File: src/rtl/uart_rx_out_fifo.sv
`timescale 1ns/1ps
`default_nettype none
// ============================================================================
//  Module   : uart_rx_out_fifo
//  Purpose  : Output stage of the UART receive path. Buffers received words
//             together with their line-error flags in a DEPTH-entry FIFO and
//             presents them on a valid/ready handshake. Line errors and FIFO
//             overflow are reported at push time on a registered one-cycle
//             error strobe.
//  Options  : UART_OUT_OVF_CNT_EN - when defined, builds a saturating overflow
//             event counter on ovf_cnt; otherwise ovf_cnt is tied to zero.
//             The port list is the same in both builds.
//  Ports    :
//    clk          in   rising-edge clock
//    rst_n        in   asynchronous active-low reset
//    flush        in   synchronous clear of FIFO contents and overflow count
//    in_data      in   received word
//    in_error     in   line-error flags for in_data (bit0 parity, bit1 framing)
//    in_valid     in   push strobe (no backpressure to the RX core)
//    out          out  head-of-FIFO data
//    out_error    out  line-error flags stored with the head word
//    valid_out    out  FIFO not empty
//    ready_out    in   consumer accepts the head when high with valid_out
//    error        out  {overflow, line flags}, meaningful with valid_error
//    valid_error  out  one-cycle error strobe
//    count        out  current occupancy
//    full         out  count == DEPTH
//    ovf_cnt      out  saturating overflow count
//  Revision : 1.0  initial release
// ============================================================================
module uart_rx_out_fifo #(
  parameter int WIDTH_DATABITS = 8,
  parameter int WIDTH_ERROR    = 2,
  parameter int DEPTH          = 8,
  parameter int OVF_CNT_W      = 8
) (
  input  logic                         clk,
  input  logic                         rst_n,
  input  logic                         flush,
  input  logic [WIDTH_DATABITS-1:0]    in_data,
  input  logic [WIDTH_ERROR-1:0]       in_error,
  input  logic                         in_valid,
  output logic [WIDTH_DATABITS-1:0]    out,
  output logic [WIDTH_ERROR-1:0]       out_error,
  output logic                         valid_out,
  input  logic                         ready_out,
  output logic [WIDTH_ERROR:0]         error,
  output logic                         valid_error,
  output logic [$clog2(DEPTH+1)-1:0]   count,
  output logic                         full,
  output logic [OVF_CNT_W-1:0]         ovf_cnt
);

  localparam int C_PTR_W   = $clog2(DEPTH);
  localparam int C_CNT_W   = $clog2(DEPTH+1);
  localparam int C_ENTRY_W = WIDTH_ERROR + WIDTH_DATABITS;

  // Storage: each entry is {in_error, in_data}; not reset.
  logic [C_ENTRY_W-1:0] mem_q [DEPTH];
  logic [C_ENTRY_W-1:0] w_head;

  logic [C_PTR_W-1:0]   rd_ptr_q, rd_ptr_d;
  logic [C_PTR_W-1:0]   wr_ptr_q, wr_ptr_d;
  logic [C_CNT_W-1:0]   count_q,  count_d;
  logic [WIDTH_ERROR:0] err_q,    err_d;
  logic                 err_vld_q, err_vld_d;

  logic w_pop;
  logic w_push;
  logic w_ovf;

  assign valid_out = (count_q != '0);
  assign full      = (count_q == C_CNT_W'(DEPTH));
  assign count     = count_q;

  // A pop in the same cycle frees a slot, so a push into a full FIFO is
  // still accepted when the consumer is draining the head.
  assign w_pop  = valid_out & ready_out;
  assign w_push = in_valid & (~full | w_pop);
  assign w_ovf  = in_valid & full & ~w_pop;

  assign w_head    = mem_q[rd_ptr_q];
  assign out       = w_head[WIDTH_DATABITS-1:0];
  assign out_error = w_head[C_ENTRY_W-1:WIDTH_DATABITS];

  assign error       = err_q;
  assign valid_error = err_vld_q;

  always_comb begin
    rd_ptr_d  = rd_ptr_q;
    wr_ptr_d  = wr_ptr_q;
    count_d   = count_q;
    err_d     = '0;
    err_vld_d = 1'b0;
    if (flush) begin
      // Flush wins over everything: concurrent push is dropped silently.
      rd_ptr_d = '0;
      wr_ptr_d = '0;
      count_d  = '0;
    end else begin
      if (w_pop) begin
        rd_ptr_d = rd_ptr_q + C_PTR_W'(1);
      end
      if (w_push) begin
        wr_ptr_d = wr_ptr_q + C_PTR_W'(1);
      end
      case ({w_push, w_pop})
        2'b10:   count_d = count_q + C_CNT_W'(1);
        2'b01:   count_d = count_q - C_CNT_W'(1);
        default: count_d = count_q;
      endcase
      if (w_ovf) begin
        err_vld_d = 1'b1;
        err_d     = {1'b1, in_error};
      end else if (w_push && (in_error != '0)) begin
        err_vld_d = 1'b1;
        err_d     = {1'b0, in_error};
      end
    end
  end

  always_ff @(posedge clk or negedge rst_n) begin
    if (!rst_n) begin
      rd_ptr_q  <= '0;
      wr_ptr_q  <= '0;
      count_q   <= '0;
      err_q     <= '0;
      err_vld_q <= 1'b0;
    end else begin
      rd_ptr_q  <= rd_ptr_d;
      wr_ptr_q  <= wr_ptr_d;
      count_q   <= count_d;
      err_q     <= err_d;
      err_vld_q <= err_vld_d;
    end
  end

  always_ff @(posedge clk) begin
    if (w_push && !flush) begin
      mem_q[wr_ptr_q] <= {in_error, in_data};
    end
  end

`ifdef UART_OUT_OVF_CNT_EN
  logic [OVF_CNT_W-1:0] ovf_cnt_q, ovf_cnt_d;

  always_comb begin
    ovf_cnt_d = ovf_cnt_q;
    if (flush) begin
      ovf_cnt_d = '0;
    end else if (w_ovf && (ovf_cnt_q != '1)) begin
      ovf_cnt_d = ovf_cnt_q + OVF_CNT_W'(1);
    end
  end

  always_ff @(posedge clk or negedge rst_n) begin
    if (!rst_n) begin
      ovf_cnt_q <= '0;
    end else begin
      ovf_cnt_q <= ovf_cnt_d;
    end
  end

  assign ovf_cnt = ovf_cnt_q;
`else
  assign ovf_cnt = '0;
`endif

endmodule
`default_nettype wire

File: config.mk
export PLATFORM = sky130hd
export DESIGN_NAME = uart_rx_out_fifo
export DESIGN_NICKNAME = d
export VERILOG_FILES = /design/src/rtl/uart_rx_out_fifo.sv
export SDC_FILE = /design/constraint.sdc
export NUM_CORES = 1
export LEC_CHECK = 0
export ABC_AREA = 1
export CAP_MARGIN = 20
export CORE_MARGIN = 5
export CORE_UTILIZATION = 45
export DETAILED_ROUTE_END_ITERATION = 10
export PLACE_DENSITY_LB_ADDON = 0.3
export SLEW_MARGIN = 10
export SYNTH_ARGS = -nofsm -noshare
export SYNTH_HDL_FRONTEND = slang
export SYNTH_SLANG_ARGS = --single-unit
export TNS_END_PERCENT = 100
File: constraint.sdc
create_clock -name clk -period 4.5 [get_ports clk]
set_input_delay 0.45 -clock clk [delete_from_list [all_inputs] [get_ports clk]]
set_output_delay 0.45 -clock clk [all_outputs]
set_load 0.02 [all_outputs]
==> impl_metrics.tcl <==
set metrics [dict create \
    clk_pin_slew_ns 0.09 \
    coreArea_um2 8721 \
    ys_types 30 \
    cts_tree "built" \
    multi_input_area_um2 1127 \
    maxSlewViolCount 0 \
    max_freq_mhz 315.0 \
    die_h_um 104.7 \
    cts_setup_buffers 0 \
    reg2reg_depth 6 \
    slowest_delay_ns 0.59 \
    dieArea_um2 10950 \
    antenna_found_initial 0 \
    root_buffer "clkbuf_8" \
    end_kind "primary output" \
    grt_overflow 0 \
    critPathKind "register to primary output" \
    rows 34 \
    peakVddDrop_mv 0.2099 \
    rsz0062_at_grt "false" \
    cp_slowest_cell "clkdlybuf4s50_1" \
    synth_top_area_share_pct 59.59 \
    required_ns 4.05 \
    worstReg2RegEnd "mem_q[5][0]" \
    ys_seq_elements 94 \
    finalSetupViolations 0 \
    period_share_pct 70.55 \
    arrival_ns 2.72 \
    drtAntennaViolNets 0 \
    path_buf_inv 3 \
    cts_hold_buf 0 \
    grt_pass1_vias 2494 \
    finalCriticalPeriod_ns 3.175 \
    synth_top_cells_by_area "edfxtp_1, dfrtp_1, nor2_1" \
    yosysTopAreaCell "edfxtp_1" \
    crit_start "rd_ptr_q[0]" \
    clock_path_buffers 2 \
    power.leakage_nw 1.766 \
    initial_core_util_pct 46.23 \
    n_fill_cell 722 \
    track_usage_pct 16.15 \
    power.total_mw 2.485 \
    hold_viol 0 \
    gp_congestion 0.8245 \
    first_iter_violations 281 \
    finalClockSkew_ns 0.01024 \
    via_per_inst 5.292 \
    nets 411 \
    reg2reg_slack_ns 2.29 \
    io_buffers 34 \
    netlist_instances 359 \
    worst-slew-pin-transition_ns 1.041 \
    grt_pass1_wl_um 13760 \
    dr_total_vias 2667 \
    wl_per_cell_um 17.31 \
    drive_gt1_share_pct 8.838 \
    dpl_worst_slack_ns 1.707 \
    ff_latch_area_um2 2753 \
    clock_sinks 94 \
    start_kind "register" \
    cp.depth 7 \
    timing.rr.start "count[0]" \
    numCtsBuffers 9 \
    yosysWarnings 0 \
    timing.final.ws_setup_ns 1.325 \
    outcome "finished, final reports clean" \
    htree_levels 3 \
    max-cap-violations 0 \
    wl_um 8724 \
    grt_max_degree 43 \
    mappedNetlistArea_um2 4031 \
    syn_to_final_growth_pct 16.02 \
    cp-endpoint "out[0]" \
    async_flop_share_pct 14.89 \
    diodes 0 \
    drc_errors 0 \
    syn_avg_cell_area_um2 11.23 \
    pin_count 43 \
    dr.pass1.iters 5 \
    hold_class "primary input to asynchronous set/reset pin" \
    final.setup.tns_ns 0 \
    synth_ff_type "edfxtp_1" \
    powerDensity_nw_per_um2 531.2 \
    path_cells "buf_4, inv_2, o21ai_1, o21ai_1, nand2_1, nand2_1, clkdlybuf4s50_1" \
    synth_edf_count 80 \
    cp_top_family "buffers and inverters" \
    synth-seq-area-share_pct 68.28 \
    relSlewSlack_pct 30.33 \
    dpl.hpwl_um 5796 \
    ctsResizeCount 0 \
    worstPathMaxFanout 42 \
    clock_latency_ns 0.37 \
    die_w_um 104.7 \
]
cell type report:
cell class,instances,share of cell area [%]
repair buffers,36,7.598
clock inverters,7,2.595
clock buffers,9,2.648
well taps,108,2.889
inverters,16,1.311
flip-flops and latches,94,58.85
multi-input cells,234,24.10
kinds of logic (layout without fill, tap and decap cells):
| logic type | count (synthesis) | count (layout) | synth area share (%) |
|---|---|---|---|
| AOI/OAI and AO/OA | 68 | 68 | 8.753 |
| other | 1 | 8 | 0.09302 |
| buffers and inverters | 38 | 68 | 4.407 |
| DFF | 94 | 94 | 68.28 |
| xor gates and xnor gates | 2 | 2 | 0.4346 |
| and+or+nand+nor | 151 | 151 | 16.29 |
| adders and majority gates | 5 | 5 | 1.738 |
cells in the final DEF, fill, tap and decap left out, drive strengths merged:
cell type / Yosys / final
xor2: 2 / 2
nand2: 61 / 61
inv: 15 / 16
a31oi: 1 / 1
dfrtp: 14 / 14
buf: 13 / 2
clkdlybuf4s50: 0 / 34
nand3: 10 / 10
o21ai: 64 / 64
nor3: 1 / 1
nand3b: 1 / 1
nand4: 2 / 2
clkinv: 1 / 4
ha: 4 / 4
nor2: 76 / 76
clkbuf: 9 / 9
fa: 1 / 1
edfxtp: 80 / 80
conb: 1 / 8
a21oi: 3 / 3
bufinv: 0 / 3
worst min path at each step:
stage                           start          end  slack (ns)  depth (start not counted)
after floorplan                 rst_n     count[0]        0.15                          0
after global placement    wr_ptr_q[0]  wr_ptr_q[0]        0.58                          2
after detailed placement  wr_ptr_q[0]  wr_ptr_q[0]        0.59                          2
after CTS                       rst_n     count[2]        0.49                          1
after global routing            rst_n     count[3]        0.53                          1
final                           rst_n     count[3]        0.48                          1
power by group:
| part | internal, mW | switching, mW | leakage, nW |
|---|---|---|---|
| Sequential | 0.984 | 0.0442 | 0.913 |
| Clock | 0.372 | 0.300 | 0.124 |
| Combinational | 0.288 | 0.497 | 0.729 |
synthesized netlist by cell type (3+ instances only):
library cell / count
dfrtp_1: 14
o21ai_0: 20
inv_2: 3
edfxtp_1: 80
nand3_1: 8
buf_4: 8
clkbuf_1: 9
inv_1: 12
ha_1: 4
buf_2: 3
nand2_2: 4
nand2_1: 55
nor2_1: 73
o21ai_1: 44
registers in the layout, summed over array words and instances, names as in the netlist:
name	cells
rd_ptr_q	3
wr_ptr_q	3
mem_q	80
error	3
valid_error	1
count	4
per-stage QoR:
stage                     cell area (µm²)  hold WS, ns  std cells  utilization (%)
after CTS                            4677       0.4940        504            53.63
after floorplan                      4058       0.1544        366                -
after global placement               4432       0.5777        488            50.82
after detailed placement             4432       0.5866        488            50.82
after global routing                 4677       0.5254        504            53.63
final                                4677       0.4764        504            53.63
metal layers:
layer | wire [µm] | track usage (%) | part of all wire, % | up-vias
met5 | 0 | 0 | 0 | -
li1 | - | - | - | 1274
met1 | 4116 | 24.32 | 47 | 1270
met3 | 555 | 2.774 | 6.4 | 16
met2 | 3867 | 22.71 | 44 | 107
met4 | 184 | 7.671 | 2.1 | 0
(Power assumes the default switching activity.)
